## src/rtl/btn_pkg.sv

```systemverilog
`default_nettype none
// +------------------------------------------------------------------+
// | Module      : btn_pkg                                            |
// | Description : Shared constants for the pushbutton conditioner:   |
// |               channel count, channel indices, default timings.   |
// | Revision    : 1.0 - initial release                              |
// +------------------------------------------------------------------+
package btn_pkg;

  localparam int NUM_BTN = 3;

  localparam int BTN_U = 0;
  localparam int BTN_S = 1;
  localparam int BTN_D = 2;

  // 10 ms and 1 s at a 100 MHz clock
  localparam int DEB_CYCLES_DEFAULT  = 1_000_000;
  localparam int HOLD_CYCLES_DEFAULT = 100_000_000;

  // Counter width for a count of 0..cycles-1; never narrower than one bit
  function automatic int cnt_width(input int cycles);
    return (cycles > 1) ? $clog2(cycles) : 1;
  endfunction

endpackage
`default_nettype wire

```

## src/rtl/debounce_channel.sv

```systemverilog
`default_nettype none
// +------------------------------------------------------------------+
// | Module      : debounce_channel                                   |
// | Description : One pushbutton: two-flop synchronizer, debounce    |
// |               counter, press/release edge pulses and long-press  |
// |               hold counter.                                      |
// | Revision    : 1.0 - initial release                              |
// +------------------------------------------------------------------+
module debounce_channel
  import btn_pkg::*;
#(
  parameter int DEB_CYCLES  = DEB_CYCLES_DEFAULT,
  parameter int HOLD_CYCLES = HOLD_CYCLES_DEFAULT
) (
  input  logic clk,
  input  logic rst,
  input  logic i_raw,
  output logic o_level,
  output logic o_press,
  output logic o_release,
  output logic o_long
);

  localparam int DEB_W  = cnt_width(DEB_CYCLES);
  localparam int HOLD_W = cnt_width(HOLD_CYCLES);
  localparam logic [DEB_W-1:0]  DEB_LAST  = DEB_W'(DEB_CYCLES - 1);
  localparam logic [HOLD_W-1:0] HOLD_LAST = HOLD_W'(HOLD_CYCLES - 1);

  logic              sync1_q;
  logic              sync2_q;
  logic [DEB_W-1:0]  deb_cnt_q,  deb_cnt_d;
  logic              level_q,    level_d;
  logic              press_q,    press_d;
  logic              release_q,  release_d;
  logic [HOLD_W-1:0] hold_cnt_q, hold_cnt_d;
  logic              long_done_q, long_done_d;
  logic              long_q,     long_d;

  // Debounce: count consecutive disagreeing cycles, flip the level on the last one
  always_comb begin
    deb_cnt_d = deb_cnt_q;
    level_d   = level_q;
    press_d   = 1'b0;
    release_d = 1'b0;
    if (sync2_q == level_q) begin
      deb_cnt_d = '0;
    end else if (deb_cnt_q == DEB_LAST) begin
      deb_cnt_d = '0;
      level_d   = ~level_q;
      press_d   = ~level_q;
      release_d = level_q;
    end else begin
      deb_cnt_d = deb_cnt_q + DEB_W'(1);
    end
  end

  // Hold: count cycles since the press edge; the level_d gate keeps a release
  // landing on the same edge from producing a long pulse
  always_comb begin
    hold_cnt_d  = hold_cnt_q;
    long_done_d = long_done_q;
    long_d      = 1'b0;
    if (!level_d) begin
      hold_cnt_d  = '0;
      long_done_d = 1'b0;
    end else if (level_q && !long_done_q) begin
      if (hold_cnt_q == HOLD_LAST) begin
        long_d      = 1'b1;
        long_done_d = 1'b1;
      end else begin
        hold_cnt_d = hold_cnt_q + HOLD_W'(1);
      end
    end
  end

  // Two-flop synchronizer; only the second stage feeds logic
  always_ff @(posedge clk or posedge rst) begin
    if (rst) begin
      sync1_q <= 1'b0;
      sync2_q <= 1'b0;
    end else begin
      sync1_q <= i_raw;
      sync2_q <= sync1_q;
    end
  end

  // State and registered output pulses
  always_ff @(posedge clk or posedge rst) begin
    if (rst) begin
      deb_cnt_q   <= '0;
      level_q     <= 1'b0;
      press_q     <= 1'b0;
      release_q   <= 1'b0;
      hold_cnt_q  <= '0;
      long_done_q <= 1'b0;
      long_q      <= 1'b0;
    end else begin
      deb_cnt_q   <= deb_cnt_d;
      level_q     <= level_d;
      press_q     <= press_d;
      release_q   <= release_d;
      hold_cnt_q  <= hold_cnt_d;
      long_done_q <= long_done_d;
      long_q      <= long_d;
    end
  end

  assign o_level   = level_q;
  assign o_press   = press_q;
  assign o_release = release_q;
  assign o_long    = long_q;

endmodule
`default_nettype wire

```

## src/rtl/button_conditioner.sv

```systemverilog
`default_nettype none
// +------------------------------------------------------------------+
// | Module      : button_conditioner                                 |
// | Description : Three independent pushbutton channels (U, S, D)    |
// |               with debounced level, press/release/long pulses.   |
// | Revision    : 1.0 - initial release                              |
// +------------------------------------------------------------------+
module button_conditioner
  import btn_pkg::*;
#(
  parameter int DEB_CYCLES  = DEB_CYCLES_DEFAULT,
  parameter int HOLD_CYCLES = HOLD_CYCLES_DEFAULT
) (
  input  logic               clk,
  input  logic               rst,
  input  logic               btnU,
  input  logic               btnS,
  input  logic               btnD,
  output logic [NUM_BTN-1:0] btn_level,
  output logic [NUM_BTN-1:0] btn_press,
  output logic [NUM_BTN-1:0] btn_release,
  output logic [NUM_BTN-1:0] btn_long
);

  logic [NUM_BTN-1:0] w_raw;

  // Gather the raw buttons into channel-index order
  always_comb begin
    w_raw        = '0;
    w_raw[BTN_U] = btnU;
    w_raw[BTN_S] = btnS;
    w_raw[BTN_D] = btnD;
  end

  generate
    for (genvar i = 0; i < NUM_BTN; i++) begin : g_chan
      debounce_channel #(
        .DEB_CYCLES  (DEB_CYCLES),
        .HOLD_CYCLES (HOLD_CYCLES)
      ) u_chan (
        .clk       (clk),
        .rst       (rst),
        .i_raw     (w_raw[i]),
        .o_level   (btn_level[i]),
        .o_press   (btn_press[i]),
        .o_release (btn_release[i]),
        .o_long    (btn_long[i])
      );
    end
  endgenerate

endmodule
`default_nettype wire

```

## config.mk

```make
export PLATFORM = sky130hd
export DESIGN_NAME = button_conditioner
export DESIGN_NICKNAME = d
export VERILOG_FILES = /design/src/rtl/btn_pkg.sv /design/src/rtl/debounce_channel.sv /design/src/rtl/button_conditioner.sv
export SDC_FILE = /design/constraint.sdc
export NUM_CORES = 1
export LEC_CHECK = 0
export CORE_MARGIN = 8
export CORE_UTILIZATION = 45
export DETAILED_ROUTE_END_ITERATION = 10
export GPL_TIMING_DRIVEN = 1
export PLACE_DENSITY = 0.66
export SLEW_MARGIN = 40
export SYNTH_ARGS = -nofsm -noshare
export SYNTH_HDL_FRONTEND = slang
export SYNTH_SLANG_ARGS = --single-unit
```

## constraint.sdc

```tcl
create_clock -name clk -period 5 [get_ports clk]
set_input_delay 1 -clock clk [delete_from_list [all_inputs] [get_ports clk]]
set_output_delay 1 -clock clk [all_outputs]
set_load 0.02 [all_outputs]
```

Yosys cells after proc, flatten, opt, wreduce, memory -nomap -nowiden
Index checks and enable logic that the tools add are counted.
{ "classes": {"add_sub_neg": 6, "n_eq_ne": 18, "muxes": 51, "bitwise_logic": 3, "n_reduce_logical": 12} }
{ "ops": {"columns": ["op", "count"], "rows": [
  ["27-bit 2-to-1 mux", 9],
  ["20-bit 2-to-1 mux", 6],
  ["27-bit by 1-bit adder with 27-bit output (second input constant)", 3],
  ["27-bit equality test (second input constant)", 3],
  ["20-bit by 1-bit adder with 20-bit output (second input constant)", 3],
  ["20-bit equality test (second input constant)", 3],
  ["1-bit 2-to-1 mux", 36],
  ["2-bit inequality test (second input constant)", 9],
  ["2-bit AND reduction", 6],
  ["1-bit equality test", 3],
  ["1-bit logical AND", 3],
  ["1-bit logical NOT", 3],
  ["1-bit NOT", 3]
]} }
{ "totals": {"regBits": 162, "inputBits": 5, "output_inout_bits": 12, "wordCells": 117} }

Longest topological paths before layout
Gate-level depths: netlist of run 1.
{ "logic_depth": {"depth_word": 5, "ltp_mapped": 7, "ltp_nobuf": 6} }

Cells and area by module
Synthesis of run 1 repeated with hierarchy kept, for this count alone.
{ "hier_totals": {"hier_cells": 831, "hier_area_um2": 8175.3} }
{ "by_module_without_submodules": {"columns": ["module", "instances", "cells_each", "area_per_inst_um2", "seq_area_each_um2"], "rows": [
  ["debounce_channel", 3, 277, 2725.1, 1351.3]
]} }

Least setup slack after synthesis of run 1
OpenSTA, ideal clock, no wires.
{ "synth_path": {"path_type": "reg2reg", "start": "register g_chan[0].u_chan.hold_cnt_q[17]", "end": "register g_chan[0].u_chan.hold_cnt_q[1]", "setup_ns": 0.132, "arrival_ns": 1.961, "required_time_ns": 4.868, "slack_ns": 2.907, "stages_incl_launch_ff": 7, "n_path_buf": 1, "period_less_slack_ns": 2.093, "cell_sequence": "dfrtp_1 > or4b_1 > or4_1 > buf_6 > o21ai_2 > mux2i_1 > nor2_1"} }
{ "synth_via": {"elab_chain_len": 3} }
{ "synth_lines": {"columns": ["element", "line", "rtl"], "rows": [
  ["from (decl)", "debounce_channel.sv:35", "logic [HOLD_W-1:0] hold_cnt_q, hold_cnt_d;"],
  ["from (signal assigned)", "debounce_channel.sv:102", "hold_cnt_q <= hold_cnt_d;"],
  ["27-bit equality test", "debounce_channel.sv:67", "if (hold_cnt_q == HOLD_LAST) begin"],
  ["2-bit inequality test (no line)", null, null],
  ["2-bit AND reduction (no line)", null, null]
]} }
Every way passes these cells.
A chain may end at the register's enable or synchronous reset.

Worst setup path after layout of run 1
{ "layout_path": {"start": "register g_chan[2].u_chan.level_q", "end": "output btn_level[2]"} }
{ "layout_lines": {"columns": ["element", "line", "rtl"], "rows": [
  ["from (decl)", "debounce_channel.sv:32", "logic level_q, level_d;"],
  ["from (signal assigned)", "debounce_channel.sv:99", "level_q <= level_d;"],
  ["to (decl)", "button_conditioner.sv:19", "output logic [NUM_BTN-1:0] btn_level,"]
]} }
No word-level cell between the ends.

==> impl_metrics.ini, run 1 <==
[status]
status = finished, final reports clean

[critical_path]
crit_arrival_ns = 1.61
crit_required_ns = 4.00
path_class = reg -> out
worstPathCellList = clkdlybuf4s50_1
cp_top_family = buffers and inverters
timing.critical_path.buf_inv = 1
rrSetupSlack_ns = 2.64
critical_path.max_fanout = 9
critical-path-slowest-cell = clkdlybuf4s50_1
start_kind = flip-flop
critPathCaptureType = primary output
cpPeakStageDelay_ns = 0.67

[synth]
post_synth_xor_area_fraction = 0.132
synth_ff_type = dfrtp_1
synthAdderAreaFrac = 0.00936
synth_fp_nets = 844
synthCells = 833
synth_top_family_by_area = simple AND/OR/NAND/NOR gates
synth_compound_area_frac = 0.0362
synthesis.area_um2 = 8020
synthMuxAreaShare = 0.00748
synth.distinct_cells = 42
ys_seq_elements = 162
async_flop_share = 1.00
yosysSeqAreaShare = 0.505
yosys_warnings = 0
syn_area_per_cell_um2 = 9.63
synth_edf_count = 0
synth-simple-area-share = 0.279

[timing]
fmax_mhz = 383
tns_ns = 0
drv_slew = 0
timing_hold_violations_final = 0
rsz0062_at_grt = false
tightest_slew_ns = 0.783
skew_ns = 0.0139
setup_viol = 0
relSlewSlack = 0.474
period_needed_ns = 2.61
post-route-period-util = 0.522

[layout]
nFillCells = 1578
antenna_cells = 0
postLayoutCellArea_um2 = 8970
drive_gt1_frac = 0.0634
area.growth.synth_to_final_pct = 11.8
fin_nets = 850

[power]
power_mw = 2.63
power_density_nw_per_um2 = 293
clock_power_share = 0.477
peakVddDrop_uv = 276
switchingPower_mw = 0.561
p_int_mw = 2.07
p_seq_frac = 0.504
p_leak_nw = 3.47
switching_share = 0.213
comb_power_share = 0.019

[floorplan]
start_util = 0.453
die_area_um2 = 22400
die_h_um = 150
row_count = 49
io_pins = 17
core_um2 = 17700
die_x_um = 150

[clocking]
clk_pin_slew_ns = 0.06
cts_max_level = 4
cts_setup_buffers = 0
cts_hold_buffers = 0
cts-buffers-inserted = 17
cts_tree = done
cts_root_buf = clkbuf_16
cts_sinks = 162
worstSkewPairLatency_ns = 0.43
clk_path_buf_depth = 2
ctsResizeCount = 0

[routing]
finalWirelength_um = 14500
num_vias = 5778
dr.first_iter.drc_count = 296
drc = 0
first_pass_iters = 4
vias_per_cell = 5.35
antenna_left = 0
drt-wirelength-per-cell_um = 13.4

[place]
dp_hpwl_um = 9260
place.gp.congestion = 0.776
port_buffers = 16
postPlaceCellArea_um2 = 8350

[min_path]
hold_class = reg -> reg

[global_route]
grt_first_pass_wirelength_um = 25800
antenna_found_initial = 0
grt_max_degree = 163
overflow = 0
first_global_vias = 5638
track_usage = 0.139

[flow_run]
drv_cap = 0
## worst register-to-register path, stage by stage, from the launching register on
cell and delay (ns):
dfrtp_1 0.42, or4_1 0.52, nor4_1 0.29, nand3_1 0.23, mux2i_2 0.21, buf_4 0.24, nor4_1 0.33
## final timing paths
| check | start | end | cells after the start |
|---|---|---|---|
| min in group asynchronous | rst | g_chan[1].u_chan.o_press$_DFF_PP0_ | 3 |
| worst min-delay path | g_chan[0].u_chan.sync1_q$_DFF_PP0_ | g_chan[0].u_chan.sync2_q$_DFF_PP0_ | 0 |
| worst min register to register | g_chan[0].u_chan.sync1_q$_DFF_PP0_ | g_chan[0].u_chan.sync2_q$_DFF_PP0_ | 0 |
| worst max register to register | g_chan[2].u_chan.deb_cnt_q[6]$_DFF_PP0_ | g_chan[2].u_chan.o_long$_DFF_PP0_ | 6 |
| max in group asynchronous | rst | g_chan[0].u_chan.deb_cnt_q[13]$_DFF_PP0_ | 4 |
| worst max-delay path | g_chan[2].u_chan.o_level$_DFF_PP0_ | btn_level[2] | 1 |
## per-stage QoR
| step | util | instances | hold slack [ns] | setup WS, ns |
|---|---|---|---|---|
| after global routing | 0.506 | 1081 | 0.362 | 2.32 |
| after floorplan | - | 833 | 0.331 | 1.94 |
| after CTS | 0.504 | 1080 | 0.349 | 2.35 |
| after detailed placement | 0.471 | 1048 | 0.336 | 2.65 |
| after global placement | 0.471 | 1048 | 0.332 | 2.74 |
| final | 0.506 | 1081 | 0.347 | 2.39 |
## Yosys cell counts, types with 10 or more instances
library cell  count  area (um2)
a21oi_1          17        85.1
and3_1           21         131
buf_4            12        90.1
clkbuf_1         16        60.1
dfrtp_1         162        4050
inv_1            14        52.6
nand2_1          58         218
nand3_1          56         280
nand4_1          32         200
nor2_1          151         567
nor3_1           29         145
nor4_1           25         156
o21ai_0          10        50.1
o31ai_1          10        75.1
or4_1            18         135
xnor2_1          60         526
xor2_1           61         534
## flip-flops by register name, indices dropped and copies added, names as in the netlist
name	cells
g_chan.u_chan.deb_cnt_q	60
g_chan.u_chan.hold_cnt_q	81
g_chan.u_chan.long_done_q	3
g_chan.u_chan.o_level	3
g_chan.u_chan.o_long	3
g_chan.u_chan.o_press	3
g_chan.u_chan.o_release	3
g_chan.u_chan.sync1_q	3
g_chan.u_chan.sync2_q	3
## power groups by stage
stage / clock network (mW) / registers, mW / logic [mW]
after floorplan: 0 / 1.35 / 0.0349
after global placement: 0 / 1.35 / 0.0507
after detailed placement: 0 / 1.35 / 0.0512
after CTS: 1.29 / 1.33 / 0.0512
after global routing: 1.35 / 1.33 / 0.0605
final: 1.26 / 1.33 / 0.0508
## cells by family (layout without fill, tap and decap cells)
kind of cell / Yosys count / in the layout
muxes: 6 / 6
buffers and inverters: 49 / 68
adders and majority gates: 6 / 6
and+or+nand+nor: 442 / 442
DFF: 162 / 162
xor gates and xnor gates: 121 / 121
AOI/OAI and AO/OA: 47 / 47
## layout by cell type (no fill, tap or decap), types with 21 or more instances in the layout
cell type,count
xor2_1,61
nor3_1,29
nand2_1,58
nor4_1,22
dfrtp_1,162
nor2_1,151
and3_1,21
xnor2_1,60
nand4_1,32
nand3_1,56
## metal layers
| metal | up-vias | GRT usage | routed length (um) |
|---|---|---|---|
| met5 | - | 0 | 0 |
| met1 | 2789 | 0.179 | 7020 |
| met3 | 13 | 0.0360 | 482 |
| li1 | 2898 | - | - |
| met2 | 78 | 0.220 | 6810 |
| met4 | 0 | 0.0570 | 181 |
## area by class of cell
| type | instances | area [um2] | share of cell area |
|---|---|---|---|
| Inverter | 14 | 56.3 | 0.00627 |
| Clock inverter | 11 | 103 | 0.0114 |
| Multi-Input combinational cell | 622 | 3760 | 0.419 |
| Clock buffer | 21 | 480 | 0.0535 |
| Sequential cell | 162 | 4050 | 0.452 |
| Tap cell | 229 | 287 | 0.0319 |
| Timing Repair Buffer | 22 | 238 | 0.0265 |
Power figures use the tool's default switching activity.
==> run 2: changes to the inputs <==
- PLACE_DENSITY: 0.66 -> 0.64
- clock period: 5 -> 2.5 ns (I/O delays scaled with it)
==> run 2 against run 1 <==
Via count increased by 1.0%; routed wire length increased by 4.0%; global-route usage increased by 0.65 points; critical path depth increased by 4; register-to-register slack got worse by 2.4 ns; non-clock buffer count increased by 23; largest power group unchanged.
==> impl_metrics.ini, run 2 (synthesis results as in run 1) <==
[timing]
period_needed_ns = 2.30
relSlewSlack = 0.586
timing_hold_violations_final = 0
fmax_mhz = 434
rsz0062_at_grt = false
skew_ns = 0.00556
tightest_slew_ns = 0.619
holdWs_ns = 0.348
post-route-period-util = 0.922
setup_viol = 0
drv_slew = 0
fin_ws_ns = 0.196

[clocking]
cts-buffers-inserted = 17
cts_root_buf = clkbuf_16
cts_sinks = 162
clk_path_buf_depth = 2
cts_max_level = 4
cts_setup_buffers = 0
cts_tree = done
worstSkewPairLatency_ns = 0.42
cts_hold_buffers = 0
ctsResizeCount = 0
clk_pin_slew_ns = 0.06

[critical_path]
critPathCaptureType = flip-flop
path_class = reg -> reg
crit_required_ns = 2.80
ff2ff_path_depth = 5
worstPathCellList = or4b_1 -> or4_1 -> o211ai_1 -> xor2_1 -> nor2_1
critical-path-slowest-cell = or4_1
crit_arrival_ns = 2.61
cpPeakStageDelay_ns = 0.72
critical_path.max_fanout = 8
start_kind = flip-flop

[layout]
drive_gt1_frac = 0.0802
antenna_cells = 0
stdcell_count = 1102
final_common_cell = dfrtp_1
largest_reg_flops = 81
layout_common_cells = dfrtp_1, nor2_1, xor2_1
top_regs = g_chan.u_chan.hold_cnt_q: 81 flops, g_chan.u_chan.deb_cnt_q: 60 flops
area.growth.synth_to_final_pct = 14.4
utilization = 0.518
fin_nets = 873
regMostFlops = g_chan.u_chan.hold_cnt_q

[power]
p_int_mw = 4.26
switchingPower_mw = 1.09
peakVddDrop_uv = 496
comb_power_share = 0.022
clock_power_share = 0.482
switching_share = 0.204
p_seq_frac = 0.496
p_leak_nw = 3.61
power_density_nw_per_um2 = 583

[place]
dp_hpwl_um = 10100
port_buffers = 16
dp_cells = 1072
place.gp.congestion = 0.813
place_ws_ns = 0.192

[global_route]
grt_use_met2 = 0.234
antenna_found_initial = 0
busiest_layer = met2
overflow = 0
use_met1 = 0.192
track_usage = 0.146
grt_first_pass_wirelength_um = 27100
first_global_vias = 5784
grt_max_degree = 37
gr-usage-met3 = 0.0287

[routing]
finalWirelength_um = 15100
drc = 0
first_pass_iters = 4
drt-wirelength-per-cell_um = 13.7
num_vias = 5836
antenna_left = 0
dr.first_iter.drc_count = 338
vias_per_cell = 5.30

[floorplan]
die_area_um2 = 22400
die_x_um = 150
core_um2 = 17700
die_h_um = 150
row_count = 49
start_util = 0.453
io_pins = 17

[min_path]
hold_depth = 0
hold_class = reg -> reg

[flow_run]
drv_cap = 0

[status]
status = finished, final reports clean
run 2: cell count changes in the layout (fill, tap and decap cells not counted):
cell and change:
buf_12 +6, buf_16 -1, buf_4 +18, bufinv_16 +2
clkbuf_1 +2, clkbuf_8 -3, clkinv_4 -2, inv_6 -1
nor4_1 +3, nor4_2 -3
run 2: cell type report:
class,instances,area (um2)
clock buffers,20,447
flip-flops and latches,162,4050
repair buffers,45,465
multi-input cells,622,3740
fillers,1573,8540
clock inverters,10,136
inverters,14,56.3
well taps,229,287
run 2: worst max-delay path: cells and delay by family, from the launching register on:
kind	cells	cell delay (ns)
simple gates	3	1.30
compound gates	1	0.28
xor+xnor	1	0.17
flops	1	0.43
run 2: path summary, 6_finish.rpt:
| check | from | endpoint | slack [ns] |
|---|---|---|---|
| worst min-delay path | g_chan[2].u_chan.sync1_q$_DFF_PP0_ | g_chan[2].u_chan.sync2_q$_DFF_PP0_ | 0.35 |
| min in group asynchronous | rst | g_chan[0].u_chan.sync1_q$_DFF_PP0_ | 0.48 |
| max in group asynchronous | rst | g_chan[1].u_chan.deb_cnt_q[10]$_DFF_PP0_ | 1.46 |
| worst max register to register | g_chan[0].u_chan.hold_cnt_q[17]$_DFFE_PP0P_ | g_chan[0].u_chan.hold_cnt_q[2]$_DFFE_PP0P_ | 0.20 |
| worst max-delay path | g_chan[0].u_chan.hold_cnt_q[17]$_DFFE_PP0P_ | g_chan[0].u_chan.hold_cnt_q[2]$_DFFE_PP0P_ | 0.20 |
| worst min register to register | g_chan[2].u_chan.sync1_q$_DFF_PP0_ | g_chan[2].u_chan.sync2_q$_DFF_PP0_ | 0.35 |
run 2: metrics by stage:
step	area, um2	power [mW]	TNS, ns
5_1_grt	9180	5.56	0
4_1_cts	9180	5.44	0
3_5_place_dp	8600	2.83	0
6_report	9180	5.35	0
2_1_floorplan	8030	2.77	-9.20
3_3_place_gp	8600	2.82	0
run 2: per-layer routing:
metal,wire (um),part of all wire
met1,7420,0.49
met2,7090,0.47
met3,346,0.023
met4,216,0.014
met5,0,0
run 2: power by group through the flow:
stage | Combinational, mW | Clock, mW | Sequential, mW
after CTS | 0.124 | 2.66 | 2.65
after global routing | 0.140 | 2.76 | 2.66
after floorplan | 0.0697 | 0 | 2.70
after global placement | 0.122 | 0 | 2.70
after detailed placement | 0.124 | 0 | 2.70
final | 0.118 | 2.58 | 2.65
